**src/rtl/stft_bin_integrator.sv**
```systemverilog
// stft_bin_integrator
// Non-coherent integrator for STFT magnitude frames. Each of the NBIN bins
// in a frame is summed across NFRM consecutive frames in an internal bank.
// During the final frame of each group, every bin is emitted as a scaled,
// saturated value together with its bin index.
//
// Ports
//   iCLK   : clock, rising edge
//   iRSTn  : asynchronous active-low reset
//   iCLR   : synchronous restart (counters and oOVF to 0, sample dropped)
//   iEN    : sample valid, one sample per cycle
//   iDATA  : bin magnitude, bins 0..NBIN-1 in order within a frame
//   oEN    : integrated bin valid (one cycle per bin)
//   oDATA  : integrated bin value, >> SHIFT, saturated to OL bits
//   oBIN   : bin index of oDATA
//   oDONE  : last bin of an integrated frame (qualifies oEN)
//   oFRM   : frame index of the next sample to be accepted
//   oOVF   : sticky saturation flag
module stft_bin_integrator #(
    parameter int unsigned IL    = 10,
    parameter int unsigned OL    = 16,
    parameter int unsigned NBIN  = 16,
    parameter int unsigned NFRM  = 9,
    parameter int unsigned SHIFT = 0,
    localparam int unsigned BW   = (NBIN > 1) ? $clog2(NBIN) : 1,
    localparam int unsigned FW   = (NFRM > 1) ? $clog2(NFRM) : 1
) (
    input  logic          iCLK,
    input  logic          iRSTn,
    input  logic          iCLR,
    input  logic          iEN,
    input  logic [IL-1:0] iDATA,
    output logic          oEN,
    output logic [OL-1:0] oDATA,
    output logic [BW-1:0] oBIN,
    output logic          oDONE,
    output logic [FW-1:0] oFRM,
    output logic          oOVF
);

    localparam logic [BW-1:0] BIN_LAST = BW'(NBIN - 1);
    localparam logic [FW-1:0] FRM_LAST = FW'(NFRM - 1);

    // Bank of per-bin partial sums; contents intentionally not reset.
    logic [OL-1:0] acc_q [NBIN];

    logic [BW-1:0] bcnt_q, bcnt_d;
    logic [FW-1:0] fcnt_q, fcnt_d;
    logic          en_q, en_d;
    logic [OL-1:0] data_q, data_d;
    logic [BW-1:0] bin_q, bin_d;
    logic          done_q, done_d;
    logic          ovf_q, ovf_d;

    logic [OL-1:0] acc_rd_c;
    logic [OL:0]   sum_c;
    logic [OL-1:0] result_c;
    logic          sat_c;
    logic          acc_we_c;

    // Read-modify-write datapath: frame 0 loads, later frames add and clamp.
    always_comb begin
        acc_rd_c = acc_q[bcnt_q];
        sum_c    = {1'b0, acc_rd_c} + (OL+1)'(iDATA);
        sat_c    = 1'b0;
        if (fcnt_q == '0) begin
            result_c = OL'(iDATA);
        end else if (sum_c[OL]) begin
            result_c = '1;
            sat_c    = 1'b1;
        end else begin
            result_c = sum_c[OL-1:0];
        end
    end

    // Next-state and output logic.
    always_comb begin
        bcnt_d   = bcnt_q;
        fcnt_d   = fcnt_q;
        en_d     = 1'b0;
        done_d   = 1'b0;
        data_d   = data_q;
        bin_d    = bin_q;
        ovf_d    = ovf_q;
        acc_we_c = 1'b0;

        if (iCLR) begin
            bcnt_d = '0;
            fcnt_d = '0;
            ovf_d  = 1'b0;
        end else if (iEN) begin
            acc_we_c = 1'b1;
            if (sat_c) begin
                ovf_d = 1'b1;
            end
            if (fcnt_q == FRM_LAST) begin
                en_d   = 1'b1;
                data_d = result_c >> SHIFT;
                bin_d  = bcnt_q;
                done_d = (bcnt_q == BIN_LAST);
            end
            if (bcnt_q == BIN_LAST) begin
                bcnt_d = '0;
                fcnt_d = (fcnt_q == FRM_LAST) ? '0 : fcnt_q + FW'(1);
            end else begin
                bcnt_d = bcnt_q + BW'(1);
            end
        end
    end

    // Control and output registers.
    always_ff @(posedge iCLK or negedge iRSTn) begin
        if (!iRSTn) begin
            bcnt_q <= '0;
            fcnt_q <= '0;
            en_q   <= 1'b0;
            data_q <= '0;
            bin_q  <= '0;
            done_q <= 1'b0;
            ovf_q  <= 1'b0;
        end else begin
            bcnt_q <= bcnt_d;
            fcnt_q <= fcnt_d;
            en_q   <= en_d;
            data_q <= data_d;
            bin_q  <= bin_d;
            done_q <= done_d;
            ovf_q  <= ovf_d;
        end
    end

    // Bank write; a flop array read combinationally, so a write is visible
    // to the very next access of the same bin (covers NBIN==1).
    always_ff @(posedge iCLK) begin
        if (acc_we_c) begin
            acc_q[bcnt_q] <= result_c;
        end
    end

    assign oEN   = en_q;
    assign oDATA = data_q;
    assign oBIN  = bin_q;
    assign oDONE = done_q;
    assign oFRM  = fcnt_q;
    assign oOVF  = ovf_q;

endmodule
```
**config.mk**
```make
export PLATFORM = sky130hd
export DESIGN_NAME = stft_bin_integrator
export DESIGN_NICKNAME = d
export VERILOG_FILES = /design/src/rtl/stft_bin_integrator.sv
export SDC_FILE = /design/constraint.sdc
export NUM_CORES = 1
export LEC_CHECK = 0
export ABC_AREA = 0
export ABC_CLOCK_PERIOD_IN_PS = 4950
export BUFFER_PORTS_ARGS = -buffer_cell sky130_fd_sc_hd__buf_2
export CORE_ASPECT_RATIO = 0.8
export CORE_UTILIZATION = 30
export DETAILED_ROUTE_END_ITERATION = 12
export PLACE_DENSITY_LB_ADDON = 0.25
export SYNTH_ARGS = -nofsm -noshare
export SYNTH_HDL_FRONTEND = slang
export SYNTH_SLANG_ARGS = --single-unit
```
**constraint.sdc**
```tcl
create_clock -name iCLK -period 4.95 [get_ports iCLK]
set_input_delay 0.495 -clock iCLK [delete_from_list [all_inputs] [get_ports iCLK]]
set_output_delay 0.495 -clock iCLK [all_outputs]
set_load 0.005 [all_outputs]
```
### Yosys cells after proc, flatten, opt, wreduce, memory -nomap -nowiden

Memory sizes are Yosys's and may differ from the RTL's.
Cells that the tools add are included.

| operators by class | value |
|---|---|
| reductions and logical operators | 7 |
| mux-type cells | 24 |
| add/subtract/negate cells | 3 |
| bitwise gates (word level) | 1 |
| equality and inequality tests | 2 |

Operators by type and width:

| operator | count |
|---|---|
| $mux 16 | 2 |
| $mux 4 | 7 |
| $add 16x10->17 | 1 |
| $mux 1 | 15 |
| $add 4x1->4 const B | 2 |
| $eq 4x4->1 const B | 2 |
| $reduce_bool 2->1 | 3 |
| $logic_not 4->1 | 1 |
| $reduce_and 2->1 | 2 |
| $reduce_and 3->1 | 1 |
| $not 1->1 | 1 |

| word-level totals | value |
|---|---|
| register bits after elaboration | 31 |
| logic and storage cells | 45 |
| RAM bits | 256 |
| memories kept | 1 |
| output and inout bits | 27 |

Memories:

| name | words | width | rd ports | clocked after memory_dff | wr ports | RTL line | RTL |
|---|---|---|---|---|---|---|---|
| acc_q | 16 | 16 | 1 | 0 | 1 | 45 | `logic [OL-1:0] acc_q [NBIN];` |

### Logic depth before layout (Yosys ltp)

Gate-level depths: netlist of run 1.
An unclocked memory read counts as a cell.

| logic depth | value |
|---|---|
| word-level depth | 7 |
| depth in mapped cells | 14 |

### Worst setup path after synthesis of run 1

No wires, ideal clock.

| timing | value |
|---|---|
| path type | register to register |
| from | register bcnt_q[0] |
| to | memory acc_q[0][12] (data pin) |
| stages on the path, launching flop included | 14 |
| arrival | 4.366 ns |
| path buffers | 3 |
| path slack | 0.257 ns |
| cells stage by stage | dfrtp_1 > buf_6 > buf_6 > buf_2 > mux4_2 > mux4_2 > ha_1 > fa_1 > a21o_1 > a221oi_1 > or3_1 > and2_1 > a2111oi_4 > nor3_1 |

| on the way | value |
|---|---|
| word-level cells in the longest chain between the ends | 4 |

Ends and longest elaborated chain:

| item | RTL line | RTL |
|---|---|---|
| from (decl) | 47 | `logic [BW-1:0] bcnt_q, bcnt_d;` |
| from (signal assigned) | 122 | `bcnt_q <= bcnt_d;` |
| $mem_v2 16x16 | n/a |  |
| $add 16x10->17 | 64 | `sum_c = {1'b0, acc_rd_c} + (OL+1)'(iDATA);` |
| $mux 16 | 68 | `end else if (sum_c[OL]) begin` |
| $mux 16 | 66 | `if (fcnt_q == '0) begin` |
| via result_c[12] | 57 | `logic [OL-1:0] result_c;` |
| to (decl) | 45 |  |

The timed path passes the listed nets, and every way through them passes these cells.

### Worst setup path after layout of run 1

| timing | value |
|---|---|
| from | register bcnt_q[0] |
| to | memory acc_q[0][0] (data pin) |

The elaborated chain is that of the path after synthesis.

==> run metrics, run 1 <==
outcome=completed; Sw Ratio=0.216; main combinational cell family by area after synthesis=multiplexers; FF-to-FF Start=bcnt_q[0]; first-pass GRT wire length=between 40000 and 50000 um; min-delay worst type=input pin to async pin; Remaining Overflow, GRT=0; full die area=between 40000 and 50000 um2; Buffers on Ports=40; CTS tree=built; met1 usage=0.213; post-route minimum period=~4.8 ns; internal power=roughly 4000 uW; initial antenna violation count=0; dpl cells=approximately 1200; Crit Path Class=flop to flop; Layout Nets=approximately 740; post-synthesis xor/xnor area fraction=0.00890; CP max FO=30; met2 usage=0.236; Clock H-tree levels=1; die width=224 um; Finish-stage setup viols=0; Cell variety after synth=50; area leader, netlist=edfxtp_1; Final GP Congestion=0.792; VDD IR-drop max=~0.00020 V; Post-Synth Adder-Cell Area=0.0186; net switching power=between 1000 and 1500 uW; r2r endpoint=acc_q[0][0]; Reg2Reg Depth=10; Initial DRC Count=480; Post-synth EDFFs=roughly 260; Clk pwr share=0.426; area of the multi-input gates=approximately 3200 um2; Yosys top cell area share=0.651; Ant. Diodes=0; Mapped Area=about 12000 um2; arrival time worst endpoint=between 4 and 5 ns; P_leak=~0.0046 uW; max-cap violations=0; DR DRC count=0; Required @ worst endpoint=a little over 5 ns; yosys warns=0; dominant synthesized flop cell=edfxtp_1; Initial Util=0.307; Power Total=between 5000 and 6000 uW; Longest Clk Path Bufs=3; CTS sink count=around 290; Final Cycle Share=0.971; Hold Slack=between 0.04 and 0.05 ns; Simple-Gate Fraction of Synth Area=0.0499; largest net degree at the start of global routing=33; combinational power share=0.065; worst slew pin tran=around 1.2 ns; fin. max-slew vios=0; skew final=around 0.013 ns; Top Usage Layer GRT=met2; endpoints failing hold=0; vias per cell=roughly 4.9; number of synthesized register bits=~290; share of cells above drive strength 1=0.301; register share of total power=0.510; # fillers=roughly 3600; CP startpoint=bcnt_q[0]; Slew HR=0.192; crit start category=flop; FF/Latch Area=8470 um2; net count after synthesis=roughly 660; routed len/inst=~23 um; Non-Filler Instances=around 1300; Area Overhead vs Synth=17.3%; Detailed Place HPWL=between 15000 and 20000 um; GRT Overall Usage=0.148; Syn Inst Count=approximately 630; core area=between 30000 and 40000 um2; std cell rows=64; IO Pins=about 40; post-synthesis sequential area ratio=0.717; total iterations of the first detailed-routing run=4; number of global-route vias before repair=6284; post-synthesis mux area share=0.143; worst skew pair latency=approximately 0.56 ns; Avg Cell Area, Syn=18.9 um2; clock slew at reported path FFs=~0.06 ns; vias=6124; Synth Area in Compound Gates=0.0460; CTS Hold Bufs=0; RSZ-0062 raised after global routing=true; power per standard cell area=376 nW/um2; met3 Use GR=0.0270; fmax=208 MHz; post-route ant nets=0; final wirelength=between 20000 and 30000 um; top post-synthesis cells by area=edfxtp_1, mux4_2, dfrtp_1; Reg2Reg Setup Slack=0.14 ns; CP Capture Type=flop; chip height=about 180 um; cts bufs inserted=28; Async SR Flop Fraction=0.108; clock root cell=clkbuf_16
Yosys cell counts, drive strengths merged (6+ instances only):
| cell | n |
|---|---|
| nand3 | 7 |
| a21o | 6 |
| nor3 | 8 |
| and3 | 8 |
| xnor2 | 8 |
| edfxtp | 256 |
| nor2b | 6 |
| dfrtp | 31 |
| a22oi | 8 |
| a21oi | 13 |
| a31oi | 21 |
| nor2 | 34 |
| and2 | 14 |
| nand2 | 28 |
| buf | 18 |
| mux4 | 74 |
| clkbuf | 12 |
| ha | 16 |
| inv | 10 |
| o21ai | 10 |
per-stage QoR:
stage	setup WS [ns]	utilization	instance area, um2	TNS [ns]
2_1_floorplan	0.257	-	11800	0
3_3_place_gp	0.162	0.334	12800	0
3_5_place_dp	-0.105	0.334	12800	-1.81
4_1_cts	0.00658	0.359	13800	0
5_1_grt	-0.211	0.360	13900	-13.11
6_report	0.141	0.360	13900	0
flip-flops by register name (all words and copies together), names as in the netlist:
signal / flops
acc_q: 256
bcnt_q: 4
oBIN: 4
oDATA: 16
oDONE: 1
oEN: 1
oFRM: 4
oOVF: 1
worst max path at each step:
| stage | endpoint | slack (ns) | cells past startpoint |
|---|---|---|---|
| final | acc_q[0][0] | 0.14 | 10 |
| after global placement | acc_q[4][9] | 0.16 | 11 |
| after detailed placement | acc_q[4][9] | -0.10 | 11 |
| after CTS | acc_q[9][5] | 0.007 | 10 |
| after floorplan | acc_q[0][12] | 0.26 | 13 |
| after global routing | acc_q[5][1] | -0.21 | 10 |
power groups by stage:
stage	Sequential (uW)	Clock (uW)	Combinational, uW
after global placement	2700	0	329
after floorplan	2690	0	244
after detailed placement	2700	0	333
after global routing	2650	2340	366
final	2650	2210	337
after CTS	2650	2250	336
kinds of logic after synthesis:
logic type                 count (synthesis)
AOI/OAI and AO/OA                         78
xor gates and xnor gates                  12
adders and majority gates                 17
buffers and inverters                     41
DFF                                      287
muxes                                     76
and+or+nand+nor                          115
placed cells by master (no fill, tap or decap), drive strengths merged, types with 2 or more instances in the layout:
master and instances:
a21o 6, a21oi 13, a22o 5, a22oi 8, a31oi 21, a41oi 3, and2 14, and3 8
buf 79, bufinv 3, clkbuf 37, clkinv 9, clkinvlp 2, dfrtp 31, edfxtp 256, ha 16
inv 12, mux4 74, nand2 28, nand2b 2, nand3 7, nand4 2, nor2 34, nor2b 6
nor3 8, nor3b 2, o21a 2, o21ai 10, o31ai 5, xnor2 8, xor2 4
what timing repair did:
item / 4_1_cts / 5_1_grt
resized for setup: 2 / 5
buffers inserted: 0 / 0
endpoints found under the setup margin: 32 / 159
final cells by class:
cell class                 count  area share
tap                          528      0.0477
sequential                   287       0.611
multi-input combinational    298       0.230
inverter                      11     0.00298
timing repair buffer          79      0.0383
clock inverter                15      0.0119
clock buffer                  37      0.0574
per-layer routing:
layer,vias up,share of wire
met5,-,0
met4,0,0.014
met2,128,0.47
met1,3256,0.46
li1,2703,-
met3,37,0.047
critical path: stages, from the launching register on:
cell and delay [ns]:
dfrtp_4 0.78, buf_12 0.32, mux4_2 0.54, mux4_2 0.54, ha_1 0.39, nand3_1 0.11
or3_1 0.37, nand2_1 0.17, nand3_2 0.11, buf_12 0.19, a31oi_1 0.89
Power figures use the tool's default switching activity.
==> run 2, diff against run 1 <==
ABC_CLOCK_PERIOD_IN_PS = 5400   (was 4950)
HOLD_SLACK_MARGIN = 0.06   (was unset)
clock period = 5.4 ns   (was 4.95 ns; I/O delays follow)
==> run metrics, run 2 (synthesized netlist as in run 1, its figures left out) <==
setup TNS=0 ns (unchanged); Required @ worst endpoint=5.60 ns (+0.47 ns); crit start category=flop; vias per cell=4.95 (+1.4%); Remaining Overflow, GRT=0 (unchanged); post-route ant nets=0 (unchanged); IO Pins=41 (unchanged); worst skew pair latency=0.58 ns (+0.02 ns); fmax=200 MHz (-3.8%); Final Cycle Share=0.926 (-0.0454); VDD IR-drop max=0.000254 V (+25%); largest net degree at the start of global routing=32 (-3.0%); CP max FO=19 (-37%); skew final=0.0190 ns (+0.00552 ns); Ant. Diodes=0 (unchanged); core area=38500 um2 (unchanged); most frequent cells in the layout=edfxtp_1, mux4_2, buf_4; cts bufs inserted=29 (+3.6%); arrival time worst endpoint=5.20 ns (+0.21 ns); Slew HR=0.201 (+0.00847); chip height=179 um (unchanged); max-cap violations=0 (unchanged); Clock H-tree levels=1 (unchanged); Setup Slack @ Placement=0.398 ns (+0.503 ns); endpoints failing hold=0 (unchanged); setup bufs post-CTS=0 (unchanged); first-pass GRT wire length=43900 um (+2.1%); DR DRC count=0 (unchanged); Crit Path Class=flop to flop; FF/Latch Area=8470 um2 (unchanged); sequence of cells on the critical path=buf_4 > mux4_2 > mux4_2 > ha_1 > and3_1 > a221oi_1 > buf_4 > or3_1 > nand2_1 > nand3_2 > a31oi_1; Reg2Reg Depth=11 (+1); vias=6240 (+1.9%); Hold Slack=0.0639 ns (+0.0235 ns); power per standard cell area=353 nW/um2 (-6.1%); Initial Util=0.307 (unchanged); Layout Nets=741 (+0.68%); post-route minimum period=5.00 ns (+0.192 ns); initial antenna violation count=0 (unchanged); total iterations of the first detailed-routing run=5 (+1); Largest Register=acc_q; Detailed Place HPWL=19200 um (+4.4%); Finish-stage setup viols=0 (unchanged); clock root cell=clkbuf_16; most common cell after layout, fill and taps aside=edfxtp_1; fin. max-slew vios=0 (unchanged); Critical-path top delay cell=a31oi_1; std cell rows=64 (unchanged); Area Overhead vs Synth=17.5%; Longest Clk Path Bufs=3 (unchanged); clock slew at reported path FFs=0.07 ns (about the same); min-delay worst type=input pin to async pin; Final Util=0.360 (+0.000682); CTS sink count=287 (unchanged); CTS tree=built; routed len/inst=23.7 um (+1.4%); max reg flops=256 (unchanged); RSZ-0062 raised after global routing=false; Final GP Congestion=0.811 (+2.4%); CTS Hold Bufs=0 (unchanged); post-CTS resize count=0 (-2); final wirelength=29800 um (+1.9%); outcome=completed; GRT Overall Usage=0.151 (+0.00319); Max stage delay on crit path=1.04 ns (+0.15 ns); # fillers=3567 (-0.50%); number of global-route vias before repair=6364 (+1.3%); area of the multi-input gates=3150 um2 (-1.1%); CP Capture Type=flop; final worst slack=0.399 ns (+0.258 ns); Buffers on Ports=40 (unchanged); P_leak=0.00464 uW (+0.63%); share of cells above drive strength 1=0.299 (-0.00247); worst slew pin tran=1.19 ns (-0.0126 ns); full die area=40200 um2 (unchanged); Initial DRC Count=596 (+24%); die width=224 um (unchanged)
-- run 2: changes by cell type in the layout (fill, tap and decap cells not counted), moves of 2 or more --
cell / before / now
a31oi_2: 6 / 0
clkbuf_8: 4 / 0
a31oi_1: 15 / 21
bufinv_16: 3 / 6
buf_4: 36 / 43
buf_12: 3 / 0
clkinvlp_4: 2 / 4
-- run 2: worst paths after layout --
kind	from	end	slack (ns)
max	bcnt_q[0]	acc_q[0][4]	0.40
min	iRSTn	bcnt_q[1]	0.06
max reg2reg	bcnt_q[0]	acc_q[0][4]	0.40
min reg2reg	oBIN[2]	oBIN[2]	0.49
max in group asynchronous	iRSTn	bcnt_q[0]	4.71
min in group iCLK	iCLR	bcnt_q[1]	0.27
-- run 2: metrics by stage --
step           area (um2)  std cells  total power [uW]
2_1_floorplan       11800        626              2690
3_3_place_gp        12800       1207              2780
3_5_place_dp        12800       1207              2790
4_1_cts             13900       1261              4940
5_1_grt             13900       1261              5040
6_report            13900       1261              4890
-- run 2: critical path, delay by kind of cell, from the launching register on --
kind,cells,cell delay (ns)
multiplexers,2,1.00
flip-flops,1,0.68
AND/OR/NAND/NOR,4,1.01
AO/OA/AOI/OAI,2,1.11
buffers and inverters,2,0.43
adder cells (fa/ha/maj),1,0.38
-- run 2: per-layer routing --
layer / share of wire / routed length (um) / vias up / track usage
met4: 0.016 / 477 / 0 / 0.0299
met5: 0 / 0 / - / 0
met1: 0.46 / 13800 / 3315 / 0.223
met2: 0.47 / 13900 / 187 / 0.236
met3: 0.056 / 1670 / 33 / 0.0242
li1: - / - / 2705 / -
-- run 2: cell type report --
type | count | area share
Sequential cell | 287 | 0.610
Multi-Input combinational cell | 298 | 0.227
Clock buffer | 32 | 0.0531
Tap cell | 528 | 0.0476
Timing Repair Buffer | 83 | 0.0377
Clock inverter | 22 | 0.0212
Inverter | 11 | 0.00298
-- run 2: report_power, final --
part | internal (uW) | total (uW) | leakage [uW] | switching (uW)
Sequential | 2420 | 2430 | 0.00270 | 12.7
Clock | 1280 | 2160 | 0.000495 | 872
Combinational | 132 | 306 | 0.00145 | 174
==> run 3, diff against run 2 <==
CORE_UTILIZATION = 50   (was 30)
==> run metrics, run 3 (synthesized netlist as in run 1, its figures left out) <==
outcome=completed; setup TNS=0 ns (unchanged); critical path endpoint=acc_q[3][9]; r2r endpoint=acc_q[3][9]; min-delay worst type=input pin to async pin; arrival time worst endpoint=5.10 ns (-0.10 ns); DR WL met2=13400 um (-3.6%); Largest Register=acc_q; CP max FO=25 (+6); CP startpoint=bcnt_q[0]; RSZ-0062 raised after global routing=false; crit start category=flop; max reg flops=256 (unchanged); share of cells above drive strength 1=0.293 (-0.00579); Max Used Layer=met4; most frequent cells in the layout=edfxtp_1, mux4_2, buf_2; Clock H-tree levels=1 (unchanged); Crit Path Class=flop to flop; Final GP Congestion=0.913 (+13%); VDD IR-drop max=0.000277 V (+9.2%); Detailed Place HPWL=17300 um (-9.7%); skew final=0.0104 ns (-0.00860 ns); Required @ worst endpoint=5.58 ns (-0.02 ns); DR DRC count=0 (unchanged); CP Capture Type=flop; FF-to-FF Start=bcnt_q[0]; Initial Util=0.518 (+0.211); std cell rows=49 (-23%); GRT Overall Usage=0.238 (+0.0867); chip height=139 um (-22%); IO Pins=41 (unchanged); die width=174 um (-22%); core area=22800 um2 (-41%); Area Overhead vs Synth=14.8%; Layout Nets=736 (-0.67%); total iterations of the first detailed-routing run=5 (unchanged); Ant. Diodes=0 (unchanged); vias per cell=6.09 (+23%); max-cap violations=0 (unchanged); Buffers on Ports=40 (unchanged); CTS sink count=287 (unchanged); clock slew at reported path FFs=0.07 ns (about the same); number of global-route vias before repair=6429 (+1.0%); fmax=203 MHz (+1.6%); CTS tree=built; P_leak=0.00461 uW (-0.82%); worst skew pair latency=0.55 ns (-0.03 ns); Longest Clk Path Bufs=3 (unchanged); routed len/inst=27.0 um (+14%); Reg2Reg Depth=9 (-2); most common cell after layout, fill and taps aside=edfxtp_1; wl on met1=12000 um (-13%); endpoints failing hold=0 (unchanged); Final Cycle Share=0.911 (-0.0148); Reg2Reg Setup Slack=0.48 ns (+0.08 ns); initial antenna violation count=0 (unchanged); Routed met3 length=1990 um (+20%); first-pass GRT wire length=41800 um (-4.9%); Final Util=0.595 (+0.234); Slew HR=0.151 (-0.0498); vias=6289 (+0.79%); cts bufs inserted=28 (-3.4%); fin. max-slew vios=0 (unchanged); Initial DRC Count=676 (+13%); worst slew pin tran=1.27 ns (+0.0803 ns); final wirelength=27900 um (-6.5%); power per standard cell area=360 nW/um2 (+2.0%); post-route ant nets=0 (unchanged); Finish-stage setup viols=0 (unchanged); Hold Slack=0.0715 ns (+0.00762 ns); post-route minimum period=4.92 ns (-0.0801 ns); full die area=24200 um2 (-40%); largest net degree at the start of global routing=32 (unchanged); Remaining Overflow, GRT=0 (unchanged); clock root cell=clkbuf_16
run 3: cell types whose count changed in the layout (fill, tap and decap cells not counted), sizes merged:
cell      change
clkinv        -1
clkinvlp      +2
inv           -1
bufinv        +1
clkbuf        -3
buf           -4
run 3: worst min-delay path by stage:
stage | from | to | cells after the start
6_report | iRSTn | oEN | 1
3_3_place_gp | oBIN[1] | oBIN[1] | 2
3_5_place_dp | oBIN[0] | oBIN[0] | 2
4_1_cts | iRSTn | oEN | 1
2_1_floorplan | iRSTn | bcnt_q[0] | 0
5_1_grt | iRSTn | oEN | 1
run 3: cell type report:
cell class              instances  area, um2
clock inverters                23        318
inverters                      11       41.3
clock buffers                  29        704
repair buffers                 79        493
well taps                     306        383
multi-input cells             298       3150
fillers                      1687       9250
flip-flops and latches        287       8470
run 3: layer usage:
metal	up-vias	global-route usage
met5	-	0
met1	3316	0.347
met3	44	0.0484
met4	0	0.0494
met2	229	0.376
li1	2700	-
run 3: report_power, final:
group          leakage [uW]  switching (uW)  internal [uW]
Sequential          0.00270            12.9           2420
Clock              0.000481             852           1290
Combinational       0.00143             173            129
Total               0.00461            1040           3840
run 3: worst max-delay path: stages, from the launching register on:
cell and delay, ns:
dfrtp_4 0.65, buf_4 0.48, mux4_2 0.58, mux4_2 0.53, ha_1 0.39, nand3_1 0.11
or3_1 0.38, nand2_1 0.16, nand3_2 0.25, a31oi_1 0.99
run 3: what timing repair did:
action,4_1_cts,5_1_grt
buffers inserted,0,0
hold buffers,0,0
gates resized for setup,0,1
endpoints found under the setup margin,0,16
run 3: stage by stage:
step / area, um2 / instances / total power (uW) / setup slack, ns
after floorplan: 11800 / 626 / 2690 / 0.707
after global placement: 12500 / 981 / 2770 / 0.493
after detailed placement: 12500 / 981 / 2780 / 0.245
after CTS: 13600 / 1033 / 4900 / 0.201
after global routing: 13600 / 1033 / 5020 / 0.0736
final: 13600 / 1033 / 4880 / 0.479
